[config.mk]
export PLATFORM = sky130hd
export DESIGN_NAME = afifo_wr_arb
export DESIGN_NICKNAME = d
export VERILOG_FILES = /design/src/rtl/afifo_arb_pkg.sv /design/src/rtl/afifo_rr_pick.sv /design/src/rtl/afifo_wr_arb.sv
export SDC_FILE = /design/constraint.sdc
export NUM_CORES = 1
export LEC_CHECK = 0
export BUFFER_PORTS_ARGS = -buffer_cell sky130_fd_sc_hd__clkbuf_2
export CORE_MARGIN = 5
export CORE_UTILIZATION = 46
export CTS_CLUSTER_SIZE = 10
export DETAILED_ROUTE_END_ITERATION = 16
export PLACE_DENSITY = 0.95
export SLEW_MARGIN = 20
export SYNTH_ARGS = -nofsm -noshare
export SYNTH_HDL_FRONTEND = slang
export SYNTH_SLANG_ARGS = --single-unit
[constraint.sdc]
create_clock -name wclk -period 5.4 [get_ports wclk]
set_input_delay 1.08 -clock wclk [delete_from_list [all_inputs] [get_ports wclk]]
set_output_delay 1.08 -clock wclk [all_outputs]
set_load 0.02 [all_outputs]
[src/rtl/afifo_arb_pkg.sv]
// afifo_arb_pkg: shared types and constants for the afifo write-port arbiter.
//   arb_state_e  - arbiter state encoding {IDLE, GRANT}
//   clog2()      - width helper, never returns less than 1 so a single
//                  requester still yields a legal 1-bit id vector
//   DEF_NREQ / DEF_BURST - default requester count and burst length
package afifo_arb_pkg;

   typedef enum logic {
      IDLE  = 1'b0,
      GRANT = 1'b1
   } arb_state_e;

   localparam int DEF_NREQ  = 4;
   localparam int DEF_BURST = 4;

   function automatic int clog2(input int n);
      int r;
      r = 0;
      while ((1 << r) < n) r++;
      return (r < 1) ? 1 : r;
   endfunction

endpackage

[src/rtl/afifo_rr_pick.sv]
// afifo_rr_pick: combinational round-robin picker.
//   valid [NREQ]  - request vector
//   ptr   [IDW]   - highest-priority index for this scan
//   found         - at least one request is set
//   idx   [IDW]   - first set index at or above ptr, wrapping modulo NREQ
module afifo_rr_pick #(
   parameter int NREQ = 4,
   parameter int IDW  = 2
) (
   input  logic [NREQ-1:0] valid,
   input  logic [IDW-1:0]  ptr,
   output logic            found,
   output logic [IDW-1:0]  idx
);

   logic [IDW-1:0] cand;

   // NOTE: every always_comb output gets a default before any branch;
   // a path that leaves a variable unassigned infers a latch.
   always_comb begin
      found = 1'b0;
      idx   = '0;
      cand  = '0;
      // Scan from the farthest offset down to offset 0 so the nearest
      // candidate to ptr is the last one written and therefore wins.
      for (int i = NREQ - 1; i >= 0; i--) begin
         cand = IDW'((int'(ptr) + i) % NREQ);
         if (valid[cand]) begin
            found = 1'b1;
            idx   = cand;
         end
      end
   end

endmodule

[src/rtl/afifo_wr_arb.sv]
// afifo_wr_arb: round-robin arbiter sharing the afifo write port among
// NREQ valid/ready requesters in the wclk domain, granting bursts of up to
// BURST beats and stalling on fifo_wfull.
//   wclk, wrst            - write clock, async active-high reset
//   req_valid/req_data    - requester handshake in (data flattened, k at [k*DSIZE +: DSIZE])
//   req_ready             - one-hot (or zero) accept back to requesters
//   fifo_wren/fifo_wdata  - afifo write port; fifo_wfull back-pressure in
//   gnt_valid/gnt_id      - current grant (gnt_id is 0 with no grant)
module afifo_wr_arb import afifo_arb_pkg::*; #(
   parameter  int NREQ  = DEF_NREQ,
   parameter  int DSIZE = 8,
   parameter  int BURST = DEF_BURST,
   localparam int IDW   = clog2(NREQ)
) (
   input  logic                  wclk,
   input  logic                  wrst,
   input  logic [NREQ-1:0]       req_valid,
   input  logic [NREQ*DSIZE-1:0] req_data,
   output logic [NREQ-1:0]       req_ready,
   output logic                  fifo_wren,
   output logic [DSIZE-1:0]      fifo_wdata,
   input  logic                  fifo_wfull,
   output logic                  gnt_valid,
   output logic [IDW-1:0]        gnt_id
);

   localparam int            CW       = clog2(BURST + 1);
   localparam logic [CW-1:0] LAST_CNT = CW'(BURST - 1);

   arb_state_e     state_q, state_d;
   logic [IDW-1:0] gnt_id_q, gnt_id_d;
   logic [CW-1:0]  beat_cnt_q, beat_cnt_d;
   logic [IDW-1:0] rr_ptr_q, rr_ptr_d;

   logic [DSIZE-1:0] data_arr [NREQ];
   logic             cur_valid;
   logic             beat;
   logic             release_now;
   logic [IDW-1:0]   next_ptr;
   logic [IDW-1:0]   pick_ptr;
   logic             pick_found;
   logic [IDW-1:0]   pick_idx;

   for (genvar k = 0; k < NREQ; k++) begin : g_unpack
      assign data_arr[k] = req_data[k*DSIZE +: DSIZE];
   end

   assign cur_valid   = req_valid[gnt_id_q];
   assign beat        = (state_q == GRANT) && cur_valid && !fifo_wfull;
   // Release on the last beat of the burst, or as soon as the owner drops
   // valid -- the latter does not wait for wfull to clear.
   assign release_now = (state_q == GRANT) &&
                        ((beat && (beat_cnt_q == LAST_CNT)) || !cur_valid);
   assign next_ptr    = (gnt_id_q == IDW'(NREQ - 1)) ? '0 : gnt_id_q + 1'b1;

   // One picker serves both paths: IDLE scans from rr_ptr, a release scans
   // from the slot after the current owner so the owner ends up last.
   assign pick_ptr = (state_q == GRANT) ? next_ptr : rr_ptr_q;

   afifo_rr_pick #(
      .NREQ (NREQ),
      .IDW  (IDW)
   ) u_pick (
      .valid (req_valid),
      .ptr   (pick_ptr),
      .found (pick_found),
      .idx   (pick_idx)
   );

   always_comb begin
      state_d    = state_q;
      gnt_id_d   = gnt_id_q;
      beat_cnt_d = beat_cnt_q;
      rr_ptr_d   = rr_ptr_q;
      unique case (state_q)
         IDLE: begin
            if (pick_found) begin
               state_d    = GRANT;
               gnt_id_d   = pick_idx;
               beat_cnt_d = '0;
            end
         end
         GRANT: begin
            if (release_now) begin
               rr_ptr_d   = next_ptr;
               beat_cnt_d = '0;
               if (pick_found) begin
                  gnt_id_d = pick_idx;
               end else begin
                  state_d  = IDLE;
                  gnt_id_d = '0;
               end
            end else if (beat) begin
               beat_cnt_d = beat_cnt_q + 1'b1;
            end
         end
         default: state_d = IDLE;
      endcase
   end

   // NOTE: sequential state uses non-blocking assignments so every register
   // samples its pre-edge inputs regardless of statement order.
   always_ff @(posedge wclk or posedge wrst) begin
      if (wrst) begin
         state_q    <= IDLE;
         gnt_id_q   <= '0;
         beat_cnt_q <= '0;
         rr_ptr_q   <= '0;
      end else begin
         state_q    <= state_d;
         gnt_id_q   <= gnt_id_d;
         beat_cnt_q <= beat_cnt_d;
         rr_ptr_q   <= rr_ptr_d;
      end
   end

   // Outputs are decoded from registers, so an async reset drops them at once.
   always_comb begin
      req_ready  = '0;
      fifo_wdata = '0;
      if (state_q == GRANT) begin
         req_ready[gnt_id_q] = !fifo_wfull;
         fifo_wdata          = data_arr[gnt_id_q];
      end
   end

   assign fifo_wren = beat;
   assign gnt_valid = (state_q == GRANT);
   assign gnt_id    = gnt_id_q;

endmodule

# Yosys cells after proc, flatten, opt, wreduce, memory -nomap -nowiden
# Index checks and enable logic that the tools add are counted.
# totals
elab_cells,73
output_inout_bits,16
reg_bits,8
in_bits,39
# op_classes
n_mux,38
n_bitwise,3
addsub,5
order_cmp,7
n_eq_ne,5
reduce_logical,11
# ops
cell,n
two-way mux 8 bit,3
two-way mux 2 bit,9
binary-select mux 8 bit (select 2 bit),1
less-than comparator 2 x 3 -> 1 bit (second input constant),5
two-way mux 1 bit,12
binary-select mux 1 bit (select 2 bit),5
two-way mux 3 bit,3
case mux 3 bit (2 select lines),1
AND reduction 2 bit,3
logical AND 1 bit,5
adder 2 x 1 -> 2 bit (second input constant),2
adder 2 bit (second input constant),2
AND 4 bit,1
two-way mux 4 bit,1
case mux 2 bit (2 select lines),1
adder 3 x 1 -> 3 bit (second input constant),1
equality test 3 x 2 -> 1 bit (second input constant),1
greater-or-equal comparator 3 bit (second input constant),1
!= test 3 x 1 -> 1 bit (second input constant),1
inverter 2 -> 3 bit,1
demux 1 bit (select 2 bit),1
equality test 2 bit (second input constant),1
greater-or-equal comparator 2 x 1 -> 1 bit (second input constant),1
logical NOT 1 bit,2
other kinds (5),5

# Depth between registers and ports, before layout
# Gate-level depths: netlist (run 1).
# logic_depth
word_depth,13
ltp_mapped,7
depth_no_buf,6

# Hierarchy
# From an unflattened synthesis (run 1), not the netlist that was laid out.
# hier_totals
cells_unflattened,82
area_unflattened_um2,850.8
# by_module_without_submodules
module,seq_area_each_um2,n_inst,cells_per_inst,area_per_inst_um2
afifo_wr_arb,200.2,1,69,773.2
afifo_rr_pick,0.0,1,13,77.6

# Worst setup path after synthesis (run 1)
# Ideal clock, no wire load.
# synth_path
path_type,in2out
from,in req_valid[3]
to,out fifo_wren
path_buffers,0
arrival_ns,1.818
path_slack_ns,2.502
path_stages,2
t_required_ns,4.320
cell_sequence,mux4_2 -> and2_1
# synth_between
elab_chain_cells,4
# synth_rtl
item,line,source
start: declaration,afifo_wr_arb.sv:17,"input logic [NREQ-1:0] req_valid,"
binary-select mux 1 bit (select 2 bit),afifo_wr_arb.sv:48,assign cur_valid = req_valid[gnt_id_q];
two-way mux 1 bit (not written as such),afifo_wr_arb.sv:48,
logical AND 1 bit (2 in a row),afifo_wr_arb.sv:49,assign beat = (state_q == GRANT) && cur_valid && !fifo_wfull;
end: declaration,afifo_wr_arb.sv:20,"output logic fifo_wren,"
# Every way passes these cells. The select of a mux whose other input is x is not followed.

# Final worst setup path (run 1)
# Ends and elaborated chain as after synthesis.

==> results of run 1 <==
==> final cells by class <==
| class | instances | area share (%) |
|---|---|---|
| Tap cell | 25 | 2.623 |
| Sequential cell | 8 | 16.79 |
| Multi-Input combinational cell | 64 | 53.83 |
| Clock buffer | 3 | 1.889 |
| Timing Repair Buffer | 54 | 22.67 |
| Inverter | 7 | 2.204 |
==> synthesized netlist by cell type <==
| library cell | instances |
|---|---|
| a2111oi_2 | 1 |
| a21boi_2 | 1 |
| a21oi_1 | 1 |
| a22o_1 | 1 |
| a22oi_1 | 1 |
| a32o_1 | 1 |
| a32oi_1 | 1 |
| and2_1 | 13 |
| and3_1 | 2 |
| buf_2 | 1 |
| buf_4 | 1 |
| clkbuf_1 | 2 |
| dfrtp_1 | 8 |
| ha_1 | 6 |
| inv_1 | 7 |
| mux2_1 | 1 |
| mux2_2 | 1 |
| mux2_4 | 3 |
| mux2i_1 | 1 |
| mux4_2 | 9 |
| nand2_1 | 1 |
| nand2b_1 | 3 |
| nand3_2 | 2 |
| nand4_1 | 1 |
| nor2_1 | 7 |
| nor2b_1 | 2 |
| o21ai_0 | 1 |
| o21ai_1 | 1 |
| o21ai_2 | 1 |
| o22a_1 | 1 |
| or3b_4 | 1 |
==> power by group <==
part	leakage, nW	internal [mW]	switching (mW)
sequential	0.0970	0.0833	0.0514
clock	0.0138	0.0253	0.0184
combinational	0.499	0.198	0.181
==> worst max-delay path: cells and delay by family <==
| family | cells | cell delay (ps) |
|---|---|---|
| simple gates | 1 | 170 |
| buf+inv | 2 | 290 |
| mux | 1 | 540 |
==> per-layer routing <==
metal,GRT usage (%),vias to the layer above,wire [microns]
li1,-,413,-
met1,17.41,399,840
met2,33.06,64,1155
met3,7.202,2,387
met4,2.553,0,10
met5,0,-,0
==> logic make-up after synthesis <==
logic type / synth area share, %
fa+ha+maj: 8.450
mux: 31.55
flops: 22.53
simple gates: 21.69
compound gates: 10.56
buf+inv: 5.212
==> sequential cells by signal, summed over array words and instances, names as in the netlist <==
signal      flops
beat_cnt_q      3
gnt_id          2
gnt_valid       1
rr_ptr_q        2
==> worst min-delay path by stage <==
stage             startpoint       endpoint  slack [ps]  cells after the start
6_report       beat_cnt_q[2]  beat_cnt_q[2]         520                      1
5_1_grt        beat_cnt_q[2]  beat_cnt_q[2]         540                      1
4_1_cts        beat_cnt_q[2]  beat_cnt_q[2]         520                      1
3_5_place_dp   beat_cnt_q[1]  beat_cnt_q[1]         510                      1
3_3_place_gp   beat_cnt_q[1]  beat_cnt_q[1]         490                      1
2_1_floorplan  beat_cnt_q[2]  beat_cnt_q[2]         480                      1
==> run_results.csv, run 1 <==
group,metric,value,unit
timing,fin_skew,1.355,ps
synthesis,yosysTopAreaCell,"mux4_2",
run_status,status,"complete, no violations",
cts,post-cts-setup-buffer-count,0,
drt,drt_iter0_drc,19,
worst_setup_path,endpoint_kind,"output port",
worst_setup_path,startpoint_type,"input port",
cells_and_area,final_common_cell,"clkbuf_2",
drt,ant_nets,0,
worst_setup_path,crit-reg2reg-launch,"gnt_id[0]",
timing,worstMarginPinSlew,713.7,ps
placement,gp_congestion,0.7903,
cells_and_area,regArea,200.2,sq um
synthesis,yosys_warnings,0,
cts,cts-hold-fix-buffers,0,
cts,cts-root-buf,"clkbuf_4",
worst_setup_path,cp_data_arrival_time,2080,ps
synthesis,syn_avg_cell_area,10.70,sq um
timing,timing.final.crit_share,58.51,%
floorplanning,num_rows,15,
global_route,grt_util_all_layers,17.27,%
floorplanning,dieArea,2910,sq um
drt,dr.pass1.iters,4,
global_route,antenna_found_initial,0,
cells_and_area,area_growth,34.22,%
cells_and_area,fin_cells,161,
drt,vias_per_cell,5.453,
cts,cts.sinks,8,
worst_hold_path,hold_path_class,"flip-flop to flip-flop",
cells_and_area,fill_cells,137,
cells_and_area,stdcell_area,1192,sq um
timing,min_period,3160,ps
cts,cts_buffer_depth,2,
synthesis,synth_top_cells_by_area,"mux4_2 (23%), dfrtp_1 (23%), and2_1 (9.2%)",
cells_and_area,antenna_cells,0,
pwr,p_leak,0.6094,nW
floorplanning,start_util,49.82,%
global_route,grt_pass1_wl,3732,microns
cts,htree_levels,1,
cells_and_area,drive_above_1_share,55.88,%
timing,fin_tns_setup,0,ps
worst_setup_path,reg2reg_to,"gnt_id[1]",
timing,relSlewSlack,52.42,%
timing,finalWorstSetupSlack,2240,ps
cts,numCtsBuffers,3,
timing,slew_violations,0,
global_route,first_global_vias,915,
global_route,overflow,0,
worst_setup_path,slowest_stage,"mux4_2",
timing,setup_violations,0,
cells_and_area,fin_nets,183,
global_route,grt_max_degree,22,
timing,rsz0062_at_grt,"false",
floorplanning,io_pins,55,
worst_setup_path,endpoint,"fifo_wren",
worst_setup_path,r2r_cells,6,
cts,insertion_delay,250,ps
placement,port_buffers,54,
placement,place_inst,158,
drt,drc_errors,0,
cts,cts_resized,0,
timing,fin_hold_ws,515.5,ps
cells_and_area,post-route-util,66.88,%
placement,post_dp_cell_area,1170,sq um
drt,route.vias.total,878,
pwr,power.total,557.4,uW
floorplanning,die_w,53.95,microns
floorplanning,core-area,1783,sq um
synthesis,yosysTopAreaCellShare,22.82,%
drt,totalWireLength,2392,microns
worst_setup_path,cp-startpoint,"req_valid[3]",
worst_setup_path,worstPathRequired,4320,ps
synthesis,synth_cells,83,
placement,hpwl,2073,microns
cts,cts_tree,"built",
timing,maxClockFrequency,316.5,MHz
pwr,powerDensity,467.5,nW/um^2
cells_and_area,layout_common_cells,"clkbuf_2 (54), and2_1 (13), mux4_2 (9)",
worst_setup_path,rrSetupSlack,3020,ps
cts,path_clk_slew,50,ps
pwr,vdd.ir_drop.worst,259.4,uV
synthesis,seq_area_frac_synth,22.54,%
job,maxCapViolations,0,
synthesis,syn_area,888.4,sq um
synthesis,synth_seq_cells,8,
placement,place_ws,2239,ps
worst_setup_path,worst-path-max-fanout,5,
synthesis,ys_types,31,
worst_setup_path,cpMostUsedCell,"clkbuf_2",
drt,wl_per_cell,14.86,microns
synthesis,synth_fp_nets,128,
floorplanning,die_height,53.95,microns
cells_and_area,multi_input_area,641.9,sq um
timing,hold_viol_final,0,
worst_setup_path,worstSetupPathType,"input port to output port",
worst_setup_path,worstPathCellList,"clkbuf_2 -> mux4_2 -> and2_1 -> clkbuf_2",
worst_setup_path,cp_slowest_stage_delay,540,ps
(Power assumes the default switching activity.)
==> inputs of run 2 (changes only) <==
- CORE_UTILIZATION: 46 -> 38
- PLACE_DENSITY: 0.95 -> 0.85
- clock period: 5.4 -> 2.6 ns (I/O delays scaled with it)
==> run 2 against run 1 <==
Net effect: critical path depth down 1; non-clock buffer count increased by 1; core utilization decreased by 12 points; hold slack worse by 330 ps; largest cell class unchanged; total power grew 110%.
==> run_results.csv, run 2 (same netlist as run 1, synthesis figures left out) <==
group,metric,value,unit
worst_setup_path,worstPathRequired,2080,ps
placement,port_buffers,54,
timing,min_period,2420,ps
drt,route.vias.total,835,
worst_setup_path,crit_buf_inv,1,
global_route,grt_util_all_layers,14.69,%
cells_and_area,layout_common_cells,"clkbuf_2 (54), and2_1 (13), mux4_2 (9)",
cells_and_area,largest-register,"beat_cnt_q",
job,maxCapViolations,0,
timing,maxClockFrequency,413.2,MHz
cts,numCtsBuffers,3,
drt,totalWireLength,2403,microns
cts,path_clk_slew,50,ps
worst_setup_path,endpoint_kind,"output port",
floorplanning,dieArea,3405,sq um
worst_setup_path,cp_slowest_stage_delay,660,ps
worst_setup_path,critPathTopFamily,"flip-flops",
cts,cts_buffer_depth,2,
cts,cts-root-buf,"clkbuf_4",
floorplanning,start_util,40.16,%
pwr,p_leak,0.6124,nW
timing,setup_violations,0,
global_route,grt_pass1_wl,3884,microns
pwr,vdd.ir_drop.worst,549.2,uV
pwr,p_sw,520.8,uW
global_route,gr-usage-met2,26.32,%
worst_setup_path,worst-path-max-fanout,14,
global_route,overflow,0,
worst_setup_path,cp_data_arrival_time,1900,ps
floorplanning,core-area,2212,sq um
cts,cts.sinks,8,
cells_and_area,largest_reg_flops,3,
pwr,pwr-share-clk,8.1,%
pwr,combPwrFrac,67.8,%
cells_and_area,fin_nets,184,
timing,worstMarginPinSlew,510.3,ps
timing,rsz0062_at_grt,"false",
worst_setup_path,slowest_stage,"dfrtp_1",
global_route,use_met1,15.89,%
floorplanning,die_height,58.35,microns
cells_and_area,final_common_cell,"clkbuf_2",
global_route,grt_use_met3,5.263,%
timing,fin_hold_ws,188.2,ps
drt,ant_nets,0,
cells_and_area,area_growth,35.63,%
drt,vias_per_cell,5.061,
cts,cts_tree,"built",
drt,drc_errors,0,
timing,slew_violations,0,
drt,drt_iter0_drc,22,
run_status,status,"complete, no violations",
cells_and_area,antenna_cells,0,
cts,insertion_delay,250,ps
worst_setup_path,startpoint_type,"flip-flop",
pwr,sw_frac_of_total,44.90,%
drt,dr.pass1.iters,4,
timing,hold_viol_final,0,
drt,wl_per_cell,14.56,microns
global_route,antenna_found_initial,0,
pwr,seqPwrFrac,24.1,%
timing,fin_tns_setup,0,ps
global_route,first_global_vias,900,
worst_hold_path,hold_path_class,"input port to async pin",
floorplanning,num_rows,17,
placement,gp_congestion,0.8718,
cells_and_area,regArea,201.4,sq um
timing,fin_skew,3.318,ps
cells_and_area,drive_above_1_share,56.93,%
global_route,globalRoute.busiestLayer,"met2",
placement,hpwl,2101,microns
pwr,powerDensity,962.7,nW/um^2
cts,cts-hold-fix-buffers,0,
global_route,grt_max_degree,17,
worst_setup_path,worstSetupPathType,"flip-flop to output port",
floorplanning,io_pins,55,
floorplanning,die_w,58.35,microns
cts,htree_levels,1,
pwr,p_int,639.2,uW
cells_and_area,multi_input_area,641.9,sq um
timing,relSlewSlack,65.98,%
cells_and_area,fill_cells,204,
timing,timing.final.crit_share,93.09,%
worst_setup_path,worstPathCellList,"mux4_2 -> and2_1 -> clkbuf_2",
==> run 2: cell types whose count changed in the layout (fill, tap and decap cells not counted) <==
cell     previous run  this run
buf_4               0         1
dfrtp_1             8         7
dfrtp_2             0         1
==> run 2: worst paths after layout <==
kind	start	end	slack, ps	depth (start not counted)
setup / recovery	gnt_id[1]	fifo_wren	180	3
hold / removal	wrst	gnt_id[1]	190	2
setup reg to reg	gnt_id[1]	gnt_id[1]	490	6
hold reg to reg	beat_cnt_q[1]	beat_cnt_q[1]	520	1
max in group asynchronous	wrst	gnt_id[0]	2160	2
min in group wclk	beat_cnt_q[1]	beat_cnt_q[1]	520	1
==> run 2: what timing repair did <==
action	CTS	global route
setup endpoints to repair	0	7
gates resized for setup	0	1
endpoints found under the hold margin	0	0
setup buffers	0	0
==> run 2: power by group through the flow <==
stage	Sequential [mW]	Combinational (mW)	Clock (mW)
after floorplan	0.234	0.629	0
after global placement	0.276	0.759	0
after detailed placement	0.283	0.792	0
after CTS	0.281	0.794	0.0978
after global routing	0.298	0.855	0.104
final	0.280	0.786	0.0941
==> run 2: metal layers <==
| metal | wire length (microns) | up-vias |
|---|---|---|
| met3 | 222 | 8 |
| met2 | 1268 | 41 |
| met1 | 865 | 372 |
| met5 | 0 | - |
| li1 | - | 414 |
| met4 | 48 | 0 |
==> run 2: cell type report <==
type | instances | area share [%]
inverters | 7 | 2.181
multi-input cells | 64 | 53.27
flip-flops and latches | 8 | 16.72
clock buffers | 3 | 1.869
repair buffers | 55 | 23.05
well taps | 28 | 2.908
==> run 2: worst register-to-register path: stages, from the launching register on <==
cell and delay (ps):
dfrtp_1 660, inv_1 130, ha_1 340, mux2i_1 320
nand4_1 140, and3_1 210, a32o_1 210
==> run 2: through the flow <==
stage / setup slack, ps / cell area [sq um] / instances / util (%) / total power, mW
floorplan: 434.8 / 888.4 / 83 / - / 0.8630
finish: 179.7 / 1205 / 165 / 54.47 / 1.160
detailed placement: 268.7 / 1181 / 162 / 53.39 / 1.075
CTS: 58.73 / 1204 / 165 / 54.41 / 1.173
global route: 83.30 / 1205 / 165 / 54.47 / 1.256
global placement: 369.0 / 1181 / 162 / 53.39 / 1.035
==> inputs of run 3 (changes only) <==
- CORE_UTILIZATION: 38 -> 42
- CTS_CLUSTER_DIAMETER: unset -> 100
- PLACE_DENSITY: 0.85 -> 0.89
- clock period: 2.6 -> 2.4 ns (I/O delays scaled with it)
==> run 3 against run 2 <==
Net effect: hold slack worse by 47 ps; via count is 4.9% higher; core utilization is 7.3 points higher; global-route usage is 1.7 points higher; clock power is 12% higher; register-to-register slack worse by 40 ps; count of clock-buffer cells in the layout stayed put; sequential power is 16% lower; wire length is 2.7% higher; worst setup slack better by 78 ps; combinational power is 22% higher; largest cell class unchanged.
==> run_results.csv, run 3 (same netlist as run 1, synthesis figures left out) <==
group,metric,value,unit
global_route,antenna_found_initial,0,
worst_setup_path,worstSetupPathType,"flip-flop to output port",
worst_setup_path,cp-startpoint,"gnt_id[1]",
placement,post_dp_cell_area,1202,sq um
drt,ant_nets,0,
cts,post-cts-setup-buffer-count,0,
worst_setup_path,cp_slowest_stage_delay,610,ps
global_route,overflow,0,
worst_setup_path,worst-path-max-fanout,7,
placement,port_buffers,54,
floorplanning,die_height,55.99,microns
job,maxCapViolations,0,
timing,rsz0062_at_grt,"false",
cells_and_area,final_common_cell,"clkbuf_2",
pwr,power.total,1.297,mW
cells_and_area,drive_above_1_share,57.14,%
placement,gp_congestion,0.8568,
global_route,first_global_vias,919,
timing,maxClockFrequency,466.7,MHz
cts,path_clk_slew,60,ps
cells_and_area,stdcell_area,1225,sq um
worst_setup_path,startpoint_type,"flip-flop",
drt,drc_errors,0,
floorplanning,die_w,55.99,microns
drt,top_layer,"met3",
cts,htree_levels,1,
timing,relSlewSlack,73.82,%
cells_and_area,fill_cells,170,
pwr,p_int,723.2,uW
drt,wl_met1,1011,microns
cts,cts_resized,0,
timing,slew_violations,0,
worst_setup_path,worstPathCellList,"mux4_2 -> and2_1 -> clkbuf_2",
timing,fin_tns_setup,0,ps
cts,cts-hold-fix-buffers,0,
cells_and_area,area_growth,37.89,%
cts,cts.sinks,8,
drt,dr_wl_met2,1142,microns
cells_and_area,multi_input_area,641.9,sq um
floorplanning,core-area,1982,sq um
cts,cts_tree,"built",
cells_and_area,regArea,200.2,sq um
timing,worstMarginPinSlew,381.8,ps
cts,cts-root-buf,"clkbuf_4",
cells_and_area,antenna_cells,0,
cells_and_area,largest-register,"beat_cnt_q",
timing,fin_skew,1.868,ps
cells_and_area,layout_common_cells,"clkbuf_2 (54), and2_1 (13), mux4_2 (9)",
worst_setup_path,cp_data_arrival_time,1660,ps
pwr,pwr-share-clk,8.1,%
global_route,grt_max_degree,13,
floorplanning,dieArea,3135,sq um
timing,setup_violations,0,
run_status,status,"complete, no violations",
pwr,vdd.ir_drop.worst,553.3,uV
pwr,seqPwrFrac,18.1,%
global_route,grt_util_all_layers,16.35,%
drt,totalWireLength,2469,microns
worst_setup_path,endpoint_kind,"output port",
placement,hpwl,2137,microns
pwr,combPwrFrac,73.8,%
worst_setup_path,slowest_stage,"mux4_2",
pwr,p_sw,573.9,uW
worst_setup_path,worstPathRequired,1920,ps
floorplanning,start_util,44.82,%
cts,cts_buffer_depth,2,
drt,wl_per_cell,14.78,microns
pwr,powerDensity,1059,nW/um^2
cells_and_area,largest_reg_flops,3,
drt,vias_per_cell,5.246,
worst_setup_path,crit-reg2reg-launch,"gnt_id[1]",
cts,numCtsBuffers,3,
drt,dr.pass1.iters,4,
drt,drt_iter0_drc,25,
floorplanning,num_rows,16,
drt,route.vias.total,876,
timing,timing.final.crit_share,89.27,%
timing,hold_viol_final,0,
floorplanning,io_pins,55,
drt,wl_met3,315,microns
global_route,grt_pass1_wl,4167,microns
pwr,sw_frac_of_total,44.24,%
worst_hold_path,hold_path_class,"input port to async pin",
cts,insertion_delay,250,ps
cells_and_area,fin_nets,187,
timing,min_period,2142,ps
pwr,p_leak,0.6286,nW
run 3: cell types whose count changed in the layout (fill, tap and decap cells not counted), sizes merged:
cell,change
buf,+3
run 3: final timing paths:
check / to / cells past startpoint / slack [ps]
max: fifo_wren / 3 / 260
max reg2reg: gnt_id[1] / 6 / 450
min reg2reg: beat_cnt_q[2] / 1 / 510
min: rr_ptr_q[1] / 2 / 140
max in group asynchronous: gnt_id[0] / 2 / 2020
min in group wclk: beat_cnt_q[2] / 1 / 510
run 3: per-layer routing:
layer  vias to the layer above  GRT usage, %
met5                         -             0
met4                         0         3.729
met3                         0         7.657
met2                        59         27.55
met1                       399         18.74
li1                        418             -
run 3: worst max-delay path: cells and delay by family (launching register included):
kind | cells | cell delay, ps
multiplexers | 1 | 610
buffers and inverters | 1 | 150
AND/OR/NAND/NOR | 1 | 170
flip-flops | 1 | 480
run 3: area by class of cell:
type | instances | share of cell area [%]
multi-input cells | 64 | 52.40
repair buffers | 58 | 24.51
flip-flops and latches | 8 | 16.34
well taps | 27 | 2.758
inverters | 7 | 2.145
clock buffers | 3 | 1.839
run 3: power by group through the flow:
| stage | logic (mW) | clock network (mW) | registers, mW |
|---|---|---|---|
| 2_1_floorplan | 0.682 | 0 | 0.253 |
| 3_3_place_gp | 0.931 | 0 | 0.233 |
| 3_5_place_dp | 0.964 | 0 | 0.238 |
| 4_1_cts | 0.969 | 0.106 | 0.235 |
| 5_1_grt | 1.05 | 0.122 | 0.246 |
| 6_report | 0.958 | 0.105 | 0.235 |
run 3: per-stage QoR:
step	util, %	hold WS (ps)	setup slack [ps]	std cells
floorplan	-	295.7	234.8	83
global placement	60.67	413.7	463.0	164
detailed placement	60.67	420.4	443.3	164
CTS	61.81	147.8	239.3	167
global route	61.81	144.5	143.3	167
finish	61.81	141.4	257.5	167
